File: src/rtl/hp_manager.sv
// Two-player health manager: latches attack requests, applies damage with dodge
// halving and saturation, holds knockback until buttons are released, and
// declares the winner once a player's health reaches zero.
// Optional feature: define HP_COOLDOWN_EN to add a per-player lockout after
// each landed hit.
module hp_manager #(
   parameter int HP_MAX    = 200,
   parameter int HP_W      = 8,
   parameter int KICK_DMG  = 14,
   parameter int FIGHT_DMG = 8,
   parameter int JUMP_DMG  = 20,
   parameter int KB_CYCLES = 8,
   parameter int COOLDOWN  = 16,
   parameter int HP1_X0    = 75,
   parameter int HP2_X0    = 364
) (
   input  logic            Clk,
   input  logic            Reset,
   input  logic [2:0]      atk1,
   input  logic            valid1,
   input  logic            dodge1,
   input  logic [2:0]      atk2,
   input  logic            valid2,
   input  logic            dodge2,
   output logic [HP_W-1:0] hp1,
   output logic [HP_W-1:0] hp2,
   output logic [9:0]      hp1x,
   output logic [9:0]      hp2x,
   output logic [1:0]      back1,
   output logic [1:0]      back2,
   output logic            hit1,
   output logic            hit2,
   output logic            p1win,
   output logic            p2win,
   output logic            draw
);

   localparam logic [1:0] IDLE  = 2'd0;
   localparam logic [1:0] APPLY = 2'd1;
   localparam logic [1:0] HOLD  = 2'd2;
   localparam logic [1:0] OVER  = 2'd3;

   localparam int KB_W = $clog2(KB_CYCLES + 1);
   localparam int X1   = HP1_X0 + HP_MAX;

   logic [1:0]      state;
   logic            lat1, lat2;
   logic [2:0]      typ1, typ2;      // one-hot latched attack type
   logic [KB_W-1:0] kb_cnt;
   logic            cd_ok1, cd_ok2;
   logic            acc1, acc2, released;
   logic [HP_W-1:0] dmg_to1, dmg_to2, hp1_new, hp2_new;

   // Reduce a raw button vector to a one-hot type, kick > fight > jump.
   function automatic logic [2:0] prio(input logic [2:0] a);
      if (a[0])      return 3'b001;
      else if (a[1]) return 3'b010;
      else if (a[2]) return 3'b100;
      else           return 3'b000;
   endfunction

   function automatic logic [HP_W-1:0] base_dmg(input logic [2:0] t);
      if (t[0])      return HP_W'(KICK_DMG);
      else if (t[1]) return HP_W'(FIGHT_DMG);
      else if (t[2]) return HP_W'(JUMP_DMG);
      else           return '0;
   endfunction

`ifdef HP_COOLDOWN_EN
   localparam int CD_W = $clog2(COOLDOWN + 1);
   logic [CD_W-1:0] cd1, cd2;

   // Lockout counters: load on a landed hit, then count down to zero.
   always_ff @(posedge Clk or posedge Reset) begin
      if (Reset) begin
         cd1 <= '0;
         cd2 <= '0;
      end else begin
         if (state == APPLY && lat1) cd1 <= CD_W'(COOLDOWN);
         else if (cd1 != '0)         cd1 <= cd1 - 1'b1;
         if (state == APPLY && lat2) cd2 <= CD_W'(COOLDOWN);
         else if (cd2 != '0)         cd2 <= cd2 - 1'b1;
      end
   end

   assign cd_ok1 = (cd1 == '0);
   assign cd_ok2 = (cd2 == '0);
`else
   assign cd_ok1 = 1'b1;
   assign cd_ok2 = 1'b1;
`endif

   // Request acceptance, damage and release detection.
   always_comb begin
      acc1     = (state == IDLE) && valid1 && (atk1 != 3'b000) && cd_ok1;
      acc2     = (state == IDLE) && valid2 && (atk2 != 3'b000) && cd_ok2;
      dmg_to2  = lat1 ? (dodge2 ? (base_dmg(typ1) >> 1) : base_dmg(typ1)) : '0;
      dmg_to1  = lat2 ? (dodge1 ? (base_dmg(typ2) >> 1) : base_dmg(typ2)) : '0;
      hp1_new  = (hp1 <= dmg_to1) ? '0 : hp1 - dmg_to1;
      hp2_new  = (hp2 <= dmg_to2) ? '0 : hp2 - dmg_to2;
      // Only the button that caused the latched attack must be let go.
      released = !(lat1 && ((atk1 & typ1) != 3'b000)) &&
                 !(lat2 && ((atk2 & typ2) != 3'b000));
   end

   // Main FSM with health, knockback and hit-pulse registers.
   always_ff @(posedge Clk or posedge Reset) begin
      if (Reset) begin
         state  <= IDLE;
         hp1    <= HP_W'(HP_MAX);
         hp2    <= HP_W'(HP_MAX);
         back1  <= 2'b00;
         back2  <= 2'b00;
         hit1   <= 1'b0;
         hit2   <= 1'b0;
         lat1   <= 1'b0;
         lat2   <= 1'b0;
         typ1   <= 3'b000;
         typ2   <= 3'b000;
         kb_cnt <= '0;
      end else begin
         hit1 <= 1'b0;
         hit2 <= 1'b0;
         case (state)
            IDLE: begin
               if (acc1 || acc2) begin
                  lat1  <= acc1;
                  lat2  <= acc2;
                  typ1  <= acc1 ? prio(atk1) : 3'b000;
                  typ2  <= acc2 ? prio(atk2) : 3'b000;
                  state <= APPLY;
               end
            end
            APPLY: begin
               hp1 <= hp1_new;
               hp2 <= hp2_new;
               if (lat2) begin
                  back1 <= dodge1 ? 2'b01 : 2'b10;
                  hit1  <= 1'b1;
               end
               if (lat1) begin
                  back2 <= dodge2 ? 2'b01 : 2'b10;
                  hit2  <= 1'b1;
               end
               kb_cnt <= KB_W'(KB_CYCLES - 1);
               state  <= (hp1_new == '0 || hp2_new == '0) ? OVER : HOLD;
            end
            HOLD: begin
               if (kb_cnt != '0) begin
                  kb_cnt <= kb_cnt - 1'b1;
               end else if (released) begin
                  back1 <= 2'b00;
                  back2 <= 2'b00;
                  lat1  <= 1'b0;
                  lat2  <= 1'b0;
                  state <= IDLE;
               end
            end
            default: ;  // OVER is sticky until Reset
         endcase
      end
   end

   // Result flags and health-bar positions.
   always_comb begin
      p1win = (state == OVER) && (hp2 == '0) && (hp1 != '0);
      p2win = (state == OVER) && (hp1 == '0) && (hp2 != '0);
      draw  = (state == OVER) && (hp1 == '0) && (hp2 == '0);
      hp1x  = 10'(X1) - 10'(hp1);
      hp2x  = 10'(HP2_X0) + 10'(hp2);
   end

endmodule

File: config.mk
export PLATFORM = sky130hd
export DESIGN_NAME = hp_manager
export DESIGN_NICKNAME = d
export VERILOG_FILES = /design/src/rtl/hp_manager.sv
export SDC_FILE = /design/constraint.sdc
export NUM_CORES = 1
export LEC_CHECK = 0
export CAP_MARGIN = 25
export CORE_MARGIN = 4
export CORE_UTILIZATION = 43
export CTS_BUF_LIST = sky130_fd_sc_hd__clkbuf_8
export DETAILED_ROUTE_END_ITERATION = 10
export PLACE_DENSITY_LB_ADDON = 0.25
export SLEW_MARGIN = 10
export SYNTH_ARGS = -nofsm -noshare
export SYNTH_HDL_FRONTEND = slang
export SYNTH_SLANG_ARGS = --single-unit
export TNS_END_PERCENT = 100
File: constraint.sdc
create_clock -name Clk -period 3.3 [get_ports Clk]
set_input_delay 0.66 -clock Clk [delete_from_list [all_inputs] [get_ports Clk]]
set_output_delay 0.66 -clock Clk [all_outputs]
set_load 0.01 [all_outputs]
==> reports/qor.csv <==
stage,metric,value,unit
run_status,run status,finished clean,
clocking,clock-pin slew on the worst setup and hold paths,0.07,ns
power,maximum ir drop on the vdd rail,0.0005400,V
placed_design,cell area reported after detailed placement,3283,sq um
timing,Max Clock Freq,0.3194,GHz
final_layout,fraction of layout instances using a drive strength above 1,10.56,%
clocking,setup repair bufs after CTS,0,
worst_setup_path,count of cells along the worst register-to-register path,9,
final_layout,most frequent standard cell in the layout excluding fill and tap cells,sky130_fd_sc_hd__clkdlybuf4s50_1,
timing,Clock Skew,0.006879,ns
final_layout,ANT cells,0,
route,Detailed Route WL,6361,microns
route,1st-pass router iterations,4,
synthesis,"EDFF count, synth",0,
grt,overall routing resource usage,18.05,%
worst_setup_path,crit path launch,hp2[2],
hold_path,Hold Crit Class,reg2reg,
synthesis,complex-gate fraction of the synthesized area,21.20,%
grt,vias in the first global route,2304,
clocking,count of cells resized by post-cts repair,0,
worst_setup_path,Slowest cell on crit path,sky130_fd_sc_hd__clkdlybuf4s50_1,
timing,share of the clock period used by the worst path,94.88,%
synthesis,"share of synthesized cell area in full adder, half adder and majority cells",8.230,%
synthesis,portion of netlist area occupied by mux cells,2.105,%
grt,Overflow after GRT,0,
hold_path,startpoint of the tightest hold check path,back2[1],
route,Avg Vias per Cell,5.451,
timing,final-report setup violation count,0,
worst_setup_path,critical-path maximum fanout,5,
die,row count,28,
die,die boundary height,85.99,microns
clocking,number of clock buffers inserted by TritonCTS,5,
route,total vias in the final route,2371,
worst_setup_path,Crit path top cell by count,sky130_fd_sc_hd__nand3_1,
synthesis,combined area of all synthesized cells,2615,sq um
timing,worst slew pin tran,0.6628,ns
worst_setup_path,Critical Path Source Type,flop,
final_layout,most frequent cells in the layout,"sky130_fd_sc_hd__clkdlybuf4s50_1 (55), sky130_fd_sc_hd__nand2_1 (33), sky130_fd_sc_hd__dfrtp_1 (30)",
synthesis,post-synthesis share of cell area spent on xor and xnor gates,4.019,%
grt,wire length of the first global-routing pass,10860,microns
placed_design,Detail Placement HPWL,4964,microns
route,number of DRC markers in iteration 0,137,
route,average routed wire per standard cell,14.62,microns
synthesis,"area fraction in and, or, nand and nor cells after synthesis",22.73,%
timing,number of endpoints with negative hold slack in the final report,0,
route,DRC violations left,0,
final_layout,final net count,387,
worst_setup_path,worst flop-to-flop path startpoint,typ1[1],
power,static power due to leakage,1.450,nW
timing,worst slew slack as a fraction of its limit,55.41,%
synthesis,total of flip-flops plus latches after synthesis,36,
final_layout,final instance area,3373,sq um
timing,number of slew-limit violations in the final report,0,
final_layout,layout overhead on the synthesized area,29.00,%
synthesis,count of different cell masters after synthesis,67,
clocking,worst-skew pair later-pin latency,0.28,ns
synthesis,YS warnings,0,
grt,initial antenna violation count,0,
synthesis,cells after synthesis,296,
clocking,root buf cell,sky130_fd_sc_hd__clkbuf_8,
worst_setup_path,endpoint kind of the worst setup timing path,output pin,
worst_setup_path,Worst Setup Path Type,reg2out,
clocking,count of H-tree levels built during CTS,2,
timing,unrepaired setup endpoints after global routing,no,
worst_setup_path,cell-by-cell listing of the critical path,inv_1 -> ha_1 -> nand3_1 -> nor4_1 -> nand3_1 -> nor2b_1 -> clkdlybuf4s50_1,
die,Initial Utilization,44.17,%
synthesis,post-synthesis average cell area,8.834,sq um
power,Overall Power,3.611,mW
synthesis,fraction of registers with async set/reset,100.0,%
timing,sum of negative setup slack,0,ns
synthesis,combinational family with the most area after synthesis,simple AND/OR/NAND/NOR gates,
power,power density of the placed cells,1070,nW/um^2
clocking,total of hold buffers inserted after clock tree synthesis,0,
clocking,CTS tree,done,
timing,crit path time final,3.131,ns
die,floorplan die width,85.99,microns
placed_design,count of input and output buffers,55,
clocking,clock sink total,36,
die,number of primary I/O pins,57,
run,number of max-capacitance violations reported,0,
grt,maximum number of pins on one net before global-route repair,37,
worst_setup_path,required time reported for the critical path endpoint,2.64,ns
timing,Hold WS,0.4949,ns
die,Std-Cell Core Area,5921,sq um
worst_setup_path,largest stage delay on the critical path,0.54,ns
final_layout,end-of-flow core utilization,56.97,%
clocking,deepest clock path buffer count,2,
die,die area,7393,sq um
synthesis,share of the yosys chip area belonging to registers,34.74,%
placed_design,Final GP Congestion,0.8808,
synthesis,number of nets in the synthesized netlist,324,
worst_setup_path,CP arrival,2.47,ns
hold_path,Hold Path Depth,1,
synthesis,Most used DFF post-synth,sky130_fd_sc_hd__dfrtp_1,
route,Antenna Violating Nets Remaining,0,
[where the power goes]
| part | internal (mW) | switching, mW | total [mW] | leakage [nW] |
|---|---|---|---|---|
| logic | 1.23 | 1.12 | 2.35 | 0.962 |
| clock network | 0.164 | 0.157 | 0.322 | 0.0538 |
| registers | 0.651 | 0.292 | 0.943 | 0.433 |
| total | 2.04 | 1.57 | 3.61 | 1.45 |
[critical path, delay by kind of cell (launching register included)]
| family | cells | cell delay [ns] |
|---|---|---|
| AND/OR/NAND/NOR | 4 | 0.92 |
| flip-flops | 1 | 0.44 |
| buffers and inverters | 2 | 0.66 |
| adder cells (fa/ha/maj) | 1 | 0.16 |
[per-layer routing]
metal  vias to the layer above  track usage (%)  share of wire (%)
met3                        12            2.209                6.2
met2                        72            30.13                 47
met1                      1107            24.07                 45
met5                         -                0                  0
met4                         0            6.187                2.1
li1                       1180                -                  -
[area by class of cell]
class	count	area, sq um
Fill cell	542	2547
Multi-Input combinational cell	221	1528
Inverter	26	97.59
Timing Repair Buffer	69	655.6
Tap cell	75	93.84
Sequential cell	36	908.4
Clock buffer	6	82.58
Clock inverter	2	7.507
[per-stage QoR]
step                      setup slack [ns]  instances
final                               0.1691        435
after global routing               0.01135        435
after CTS                           0.1267        435
after detailed placement           0.02697        427
after global placement             0.09300        427
after floorplan                     0.4466        296
[registers in the layout (all words and copies together) (netlist names)]
name	cells
hp2	8
lat1	1
back1	2
back2	2
hit1	1
hp1	8
typ2	3
hit2	1
state	2
kb_cnt	4
lat2	1
typ1	3
[worst paths after layout]
path / slack (ns) / to
max: 0.17 / p1win
min: 0.49 / back2[1]
max reg2reg: 0.67 / hp2[2]
min reg2reg: 0.49 / back2[1]
max in group asynchronous: 2.17 / hp2[7]
min in group asynchronous: 0.78 / hit2
[cell families after synthesis]
kind of cell    Yosys count
compound gates           75
flops                    36
xor+xnor                 12
buf+inv                  39
simple gates            112
mux                       5
fa+ha+maj                16
other cells               1
[cell usage after synthesis (5+ instances only)]
cell type                  number  area [sq um]
sky130_fd_sc_hd__nand3_1        9         45.04
sky130_fd_sc_hd__a21oi_1        8         40.04
sky130_fd_sc_hd__xnor2_1        7         61.31
sky130_fd_sc_hd__o21ai_1       12         60.06
sky130_fd_sc_hd__nor2_1        26         97.59
sky130_fd_sc_hd__dfstp_2        6         157.7
sky130_fd_sc_hd__nor2b_1        5         31.28
sky130_fd_sc_hd__a22o_1         5         43.79
sky130_fd_sc_hd__clkbuf_1       6         22.52
sky130_fd_sc_hd__nand2_1       33         123.9
sky130_fd_sc_hd__xor2_1         5         43.79
sky130_fd_sc_hd__o21ai_0       11         55.05
sky130_fd_sc_hd__inv_1         24         90.09
sky130_fd_sc_hd__dfrtp_1       30         750.7
sky130_fd_sc_hd__ha_1          14         175.2
sky130_fd_sc_hd__o31ai_1        5         37.54
Note: power is estimated with default switching activity, not from simulation.
